`config.mk`:
```
export PLATFORM = sky130hd
export DESIGN_NAME = acc_buffer
export DESIGN_NICKNAME = d
export VERILOG_FILES = /design/src/rtl/acc_buffer.sv
export SDC_FILE = /design/constraint.sdc
export NUM_CORES = 1
export LEC_CHECK = 0
export BUFFER_PORTS_ARGS = -buffer_cell sky130_fd_sc_hd__buf_4
export CORE_UTILIZATION = 40
export DETAILED_ROUTE_END_ITERATION = 6
export MAX_ROUTING_LAYER = met4
export PLACE_DENSITY_LB_ADDON = 0.3
export SYNTH_ARGS = -nofsm -noshare
export SYNTH_HDL_FRONTEND = slang
export SYNTH_SLANG_ARGS = --single-unit
export TNS_END_PERCENT = 10
```
`constraint.sdc`:
```
create_clock -name clk_i -period 4.25 [get_ports clk_i]
set_input_delay 0.85 -clock clk_i [delete_from_list [all_inputs] [get_ports clk_i]]
set_output_delay 0.85 -clock clk_i [all_outputs]
set_load 0.01 [all_outputs]
```
`src/rtl/acc_buffer.sv`:
```
`default_nettype none
// ============================================================================
//  Module   : acc_buffer
//  Brief    : ACC_BUS decoupling stage: DEPTH-entry request FIFO plus a
//             2-entry response spill register. Optional request fall-through
//             when the FIFO is empty: define ACC_BUFFER_FALLTHROUGH_EN.
//  Revision : 1.0 - initial release
// ============================================================================
module acc_buffer #(
    parameter int DATA_WIDTH = 32,
    parameter int ADDR_WIDTH = 5,
    parameter int ID_WIDTH   = 4,
    parameter int DEPTH      = 2
) (
    input  logic                         clk_i,
    input  logic                         rst_ni,
    input  logic [ADDR_WIDTH-1:0]        slv_q_addr_i,
    input  logic [31:0]                  slv_q_data_op_i,
    input  logic [DATA_WIDTH-1:0]        slv_q_data_arga_i,
    input  logic [DATA_WIDTH-1:0]        slv_q_data_argb_i,
    input  logic [DATA_WIDTH-1:0]        slv_q_data_argc_i,
    input  logic [ID_WIDTH-1:0]          slv_q_id_i,
    input  logic                         slv_q_valid_i,
    output logic                         slv_q_ready_o,
    output logic [ADDR_WIDTH-1:0]        mst_q_addr_o,
    output logic [31:0]                  mst_q_data_op_o,
    output logic [DATA_WIDTH-1:0]        mst_q_data_arga_o,
    output logic [DATA_WIDTH-1:0]        mst_q_data_argb_o,
    output logic [DATA_WIDTH-1:0]        mst_q_data_argc_o,
    output logic [ID_WIDTH-1:0]          mst_q_id_o,
    output logic                         mst_q_valid_o,
    input  logic                         mst_q_ready_i,
    input  logic [DATA_WIDTH-1:0]        mst_p_data_i,
    input  logic [ID_WIDTH-1:0]          mst_p_id_i,
    input  logic                         mst_p_error_i,
    input  logic                         mst_p_valid_i,
    output logic                         mst_p_ready_o,
    output logic [DATA_WIDTH-1:0]        slv_p_data_o,
    output logic [ID_WIDTH-1:0]          slv_p_id_o,
    output logic                         slv_p_error_o,
    output logic                         slv_p_valid_o,
    input  logic                         slv_p_ready_i,
    output logic [$clog2(DEPTH+1)-1:0]   q_usage_o
);

    localparam int c_q_w     = ADDR_WIDTH + 32 + 3 * DATA_WIDTH + ID_WIDTH;
    localparam int c_p_w     = DATA_WIDTH + ID_WIDTH + 1;
    localparam int c_ptr_w   = (DEPTH > 1) ? $clog2(DEPTH) : 1;
    localparam int c_usage_w = $clog2(DEPTH + 1);

    // ------------------------------------------------------------------
    // Request FIFO
    // ------------------------------------------------------------------
    logic [c_q_w-1:0]     r_q_mem [DEPTH];
    logic [c_ptr_w-1:0]   r_q_wptr;
    logic [c_ptr_w-1:0]   r_q_rptr;
    logic [c_usage_w-1:0] r_q_usage;
    logic [c_q_w-1:0]     w_q_in;
    logic [c_q_w-1:0]     w_q_head;
    logic [c_q_w-1:0]     w_q_out;
    logic                 w_q_empty;
    logic                 w_q_full;
    logic                 w_q_push;
    logic                 w_q_pop;

    function automatic logic [c_ptr_w-1:0] f_ptr_next(input logic [c_ptr_w-1:0] ptr);
        return (ptr == c_ptr_w'(DEPTH - 1)) ? '0 : ptr + c_ptr_w'(1);
    endfunction

    assign w_q_in    = {slv_q_addr_i, slv_q_data_op_i, slv_q_data_arga_i,
                        slv_q_data_argb_i, slv_q_data_argc_i, slv_q_id_i};
    assign w_q_head  = r_q_mem[r_q_rptr];
    assign w_q_empty = (r_q_usage == '0);
    assign w_q_full  = (r_q_usage == c_usage_w'(DEPTH));

    // Ready depends only on the occupancy register, so a pop never re-opens a full FIFO early.
    assign slv_q_ready_o = !w_q_full;
    assign w_q_pop       = !w_q_empty && mst_q_ready_i;

`ifdef ACC_BUFFER_FALLTHROUGH_EN
    logic w_q_bypass;
    assign w_q_bypass    = w_q_empty && slv_q_valid_i;
    assign mst_q_valid_o = !w_q_empty || slv_q_valid_i;
    assign w_q_out       = w_q_bypass ? w_q_in : w_q_head;
    assign w_q_push      = slv_q_valid_i && !w_q_full && !(w_q_bypass && mst_q_ready_i);
`else
    assign mst_q_valid_o = !w_q_empty;
    assign w_q_out       = w_q_head;
    assign w_q_push      = slv_q_valid_i && !w_q_full;
`endif

    assign {mst_q_addr_o, mst_q_data_op_o, mst_q_data_arga_o,
            mst_q_data_argb_o, mst_q_data_argc_o, mst_q_id_o} = w_q_out;
    assign q_usage_o = r_q_usage;

    always_ff @(posedge clk_i or negedge rst_ni) begin
        if (!rst_ni) begin
            for (int i = 0; i < DEPTH; i++) begin
                r_q_mem[i] <= '0;
            end
            r_q_wptr  <= '0;
            r_q_rptr  <= '0;
            r_q_usage <= '0;
        end else begin
            if (w_q_push) begin
                r_q_mem[r_q_wptr] <= w_q_in;
                r_q_wptr          <= f_ptr_next(r_q_wptr);
            end
            if (w_q_pop) begin
                r_q_rptr <= f_ptr_next(r_q_rptr);
            end
            unique case ({w_q_push, w_q_pop})
                2'b10:   r_q_usage <= r_q_usage + c_usage_w'(1);
                2'b01:   r_q_usage <= r_q_usage - c_usage_w'(1);
                default: r_q_usage <= r_q_usage;
            endcase
        end
    end

    // ------------------------------------------------------------------
    // Response spill register: two slots used as a tiny ring buffer
    // ------------------------------------------------------------------
    logic [c_p_w-1:0] r_p_mem [2];
    logic             r_p_wptr;
    logic             r_p_rptr;
    logic [1:0]       r_p_cnt;
    logic             w_p_push;
    logic             w_p_pop;

    assign mst_p_ready_o = (r_p_cnt != 2'd2);
    assign slv_p_valid_o = (r_p_cnt != 2'd0);
    assign w_p_push      = mst_p_valid_i && mst_p_ready_o;
    assign w_p_pop       = slv_p_valid_o && slv_p_ready_i;
    assign {slv_p_data_o, slv_p_id_o, slv_p_error_o} = r_p_mem[r_p_rptr];

    always_ff @(posedge clk_i or negedge rst_ni) begin
        if (!rst_ni) begin
            r_p_mem[0] <= '0;
            r_p_mem[1] <= '0;
            r_p_wptr   <= 1'b0;
            r_p_rptr   <= 1'b0;
            r_p_cnt    <= 2'd0;
        end else begin
            if (w_p_push) begin
                r_p_mem[r_p_wptr] <= {mst_p_data_i, mst_p_id_i, mst_p_error_i};
                r_p_wptr          <= !r_p_wptr;
            end
            if (w_p_pop) begin
                r_p_rptr <= !r_p_rptr;
            end
            unique case ({w_p_push, w_p_pop})
                2'b10:   r_p_cnt <= r_p_cnt + 2'd1;
                2'b01:   r_p_cnt <= r_p_cnt - 2'd1;
                default: r_p_cnt <= r_p_cnt;
            endcase
        end
    end

endmodule
`default_nettype wire

```
# Yosys cells after proc, flatten, opt, wreduce, memory -nomap -nowiden
# Index checks and enable logic that the tools add are counted.
# word_totals
output_inout_bits	180
reg_bits	356
input_bits	180
# classes
n_addsub	6
bitwise	4
mux	16
n_reduce_logical	14
magnitude_cmp	6
eq_ne	6
# op_table
operator	count
2-to-1 mux 137 bit	4
bitwise mux 274 bit	1
2-to-1 mux 37 bit	4
demux 137 bit (select 1 bit)	1
bitwise mux 74 bit	1
demux 37 bit (select 1 bit)	1
>= comparator 2 bit, second input constant	4
NOT 1 -> 2 bit	4
one-hot mux 2 bit (2 select lines)	2
== test 2 bit, second input constant	3
logical AND 1 bit	6
nonzero test 2 bit	3
adder 2 x 1 -> 2 bit, second input constant	2
== test 2 x 1 -> 1 bit, second input constant	2
zero test 1 bit	4
less-than comparator 2 x 1 -> 1 bit, second input constant	2
subtractor 2 x 1 -> 2 bit, second input constant	2
adder 1 bit, second input constant	2
zero test 2 bit	1
2-to-1 mux 1 bit	2
inequality test 2 bit, second input constant	1

# Depth between registers and ports, before layout
# logic_depth
word_depth	6
depth_mapped	6
ltp_nobuf	6

# Least setup slack after synthesis
# OpenSTA, ideal clock, no wires.
# synth_path
kind	register to output
start	register r_q_rptr
end	output mst_q_data_arga_o[0]
path_slack_ns	2.234
t_arrival_ns	1.166
stages_incl_launch_ff	4
n_path_buf	2
required_time_ns	3.400
path_cell_list	dfrtp_1 -> clkbuf_1 -> buf_2 -> mux2_2
# synth_between
elab_chain_cells	4
# synth_rtl
element	line_no	source
start, declared	56	logic [c_ptr_w-1:0] r_q_rptr;
start signal, assigned	110	r_q_rptr <= f_ptr_next(r_q_rptr);
NOT 1 -> 2 bit (not written as such)	72	assign w_q_head = r_q_mem[r_q_rptr];
2-to-1 mux 137 bit (not written as such) (3 in series)	72	
end, declared	27	output logic [DATA_WIDTH-1:0] mst_q_data_arga_o,
# No other way between the ends. The select of a mux whose other input is x is not followed.

# Worst setup path after layout
# layout_path
start	register r_q_rptr
end	output mst_q_data_argb_o[11]
# layout_between
elab_chain_cells	4
# layout_rtl
element	line_no	source
NOT 1 -> 2 bit (not written as such)	72	
2-to-1 mux 137 bit (not written as such) (3 in series)	72	
end, declared	28	output logic [DATA_WIDTH-1:0] mst_q_data_argb_o,
# No other way between the ends. The select of a mux whose other input is x is not followed.

==> flow_metrics.py <==
metrics = {
    "status": {
        "outcome": "finished with violations",
        "violations": "design-rule violations",
    },
    "floorplan": {
        "start_util_pct": 40.72,
        "ioPinCount": 360,
        "die-area_sq_um": 42570,
        "coreArea_sq_um": 41020,
        "rows": 74,
        "chipHeight_um": 206.3,
        "die_w_um": 206.3,
    },
    "global_routing": {
        "grt_start_max_net_pins": 103,
        "first_global_vias": 10170,
        "grt_remaining_overflow": 0,
        "antenna_found_initial": 0,
        "grt_pass1_wl_um": 57700,
        "grt_usage_pct": 18.01,
    },
    "worst_setup_path": {
        "end_kind": "output pin",
        "cp_max_fo": 41,
        "crit_type": "flip-flop to output pin",
        "critPathRequiredTime_ns": 3.40,
        "worstSetupStartpointType": "flip-flop",
        "critPathArrivalTime_ns": 2.38,
    },
    "sta": {
        "fin_crit_ns": 3.227,
        "max_freq_ghz": 0.3099,
        "maxSlewHeadroom_pct": 43.21,
        "final.setup.tns_ns": 0,
        "finalMaxSlewViolations": 0,
        "clock_skew_ns": 0.01981,
        "worst_slew_pin_slew_ns": 0.8519,
        "rsz0062_at_grt": "no",
        "setup_viol": 0,
        "hold_viol": 0,
        "hold-worst-slack_ns": 0.3521,
        "timing.final.crit_share_pct": 75.92,
    },
    "final_layout": {
        "fin_nets": 1510,
        "num-fill-cells": 3465,
        "drive_gt1_share_pct": 72.30,
        "stdcell_count": 1893,
        "utilization_pct": 51.47,
        "stdcell_area_sq_um": 21110,
        "syn_to_final_growth_pct": 26.41,
        "n_antenna_cell": 0,
        "mostFrequentLayoutCells": "buf_4 (372), dfrtp_1 (355), mux2_2 (270), mux2_4 (252), clkbuf_16 (43)",
        "seqCellArea_sq_um": 8912,
        "final_common_cell": "buf_4",
        "multiInputGateArea_sq_um": 7043,
    },
    "cts": {
        "clock_latency_ns": 0.55,
        "clk_pin_slew_ns": 0.06,
        "cts_tree": "built",
        "htreeDepth": 2,
        "cts_root_buf": "clkbuf_16",
        "ctsResizeCount": 0,
        "cts_buffer_depth": 3,
        "cts_made_buffers": 41,
        "cts_hold_buf": 0,
        "clock-sinks": 356,
        "cts_setup_buffers": 0,
    },
    "placement": {
        "placed_area_sq_um": 19590,
        "dp_hpwl_um": 24990,
        "io_buffers": 359,
        "place_inst": 1817,
        "gp_congestion": 0.7844,
    },
    "yosys": {
        "syn_avg_cell_area_sq_um": 17.38,
        "yosys_warnings": 0,
        "yosysTopAreaCell": "dfrtp_1",
        "yosysUniqueCellTypes": 20,
        "synth_top_area_share_pct": 53.34,
        "synth_area_sq_um": 16700,
        "synth-seq-cells": 356,
        "synthCells": 961,
        "synth_nets": 1143,
        "ys_top_cells_by_area": "dfrtp_1 (53%), mux2_4 (23%), mux2_2 (18%)",
        "ys_seq_area_share_pct": 53.34,
    },
    "drt": {
        "drt_drc_violations_left": 44,
        "wl_per_cell_um": 19.84,
        "drtIter0Drc": 390,
        "dr.pass1.iters": 6,
        "wl_um": 37550,
        "postRouteAntennaNets": 0,
        "vias_per_cell": 4.880,
        "dr_total_vias": 9237,
    },
    "power_and_ir_drop": {
        "ir_drop_mv": 0.4734,
        "power_density_nw_per_um2": 902.9,
        "leakage_nw": 9.815,
    },
    "job": {
        "cap_violations": 0,
    },
    "min_path": {
        "holdCritPathClass": "primary input to asynchronous set/reset pin",
    },
}
-- registers in the layout (all words and copies together) (netlist names) --
name and flops:
q_usage_o 2, r_p_cnt 2, r_p_mem 74, r_p_rptr 1, r_p_wptr 1, r_q_mem 274, r_q_rptr 1, r_q_wptr 1
-- per-stage QoR --
stage          setup slack, ns  power, W
5_1_grt                 0.8999   0.02014
3_5_place_dp             1.579   0.01526
2_1_floorplan            2.234   0.01218
3_3_place_gp             1.587   0.01510
6_report                 1.023   0.01906
4_1_cts                 0.9631   0.01930
-- where the power goes --
part | switching, W | internal (W) | leakage, nW
logic | 0.00338 | 0.00559 | 4.87
clock network | 0.00143 | 0.00246 | 0.754
registers | 0.00103 | 0.00516 | 4.19
-- synthesized netlist by cell type --
master and number:
dfrtp_1 356, mux2_2 270, mux2_4 252, buf_12 25, buf_2 16, buf_6 10, xnor2_1 6, xor2_1 4
buf_8 3, clkbuf_1 3, and2_1 2, ha_1 2, nand2_1 2, nand2b_4 2, nor2_1 2, or2_2 2
and3_1 1, and3_4 1, and3b_1 1, and3b_4 1
-- cells by family after synthesis --
family | synth area share, %
mux | 40.86
flops | 53.34
buf+inv | 4.488
simple gates | 0.6368
xor+xnor | 0.5244
fa+ha+maj | 0.1498
-- final cells by class --
cell class | instances | share of cell area (%)
timing repair buffer | 381 | 14.06
sequential | 356 | 42.22
tap | 532 | 3.153
clock buffer | 56 | 5.850
multi-input combinational | 548 | 33.36
clock inverter | 20 | 1.363
-- final timing paths --
check	cells after the start	start	endpoint	slack, ns
max in group asynchronous	2	rst_ni	r_q_mem[126]	2.96
max	3	r_q_rptr	mst_q_data_argb_o[11]	1.02
min in group clk_i	1	r_p_rptr	r_p_rptr	0.47
max reg2reg	4	q_usage_o[0]	r_q_mem[110]	1.96
min reg2reg	1	r_p_rptr	r_p_rptr	0.47
min	1	rst_ni	r_p_mem[17]	0.35
-- worst max-delay path, cell delays in order (launching register included) --
cell and delay [ns]:
dfrtp_4 0.85, buf_4 0.42, mux2_2 0.39, buf_4 0.15
-- per-layer routing --
layer  GRT usage [%]  up-vias  share of wire [%]
met3           5.881       53                8.3
li1                -     4171                  -
met2           27.27      250                 46
met4           5.751        0                2.1
met1           22.72     4763                 44
met5               -        -                  0
(Power assumes the default switching activity.)
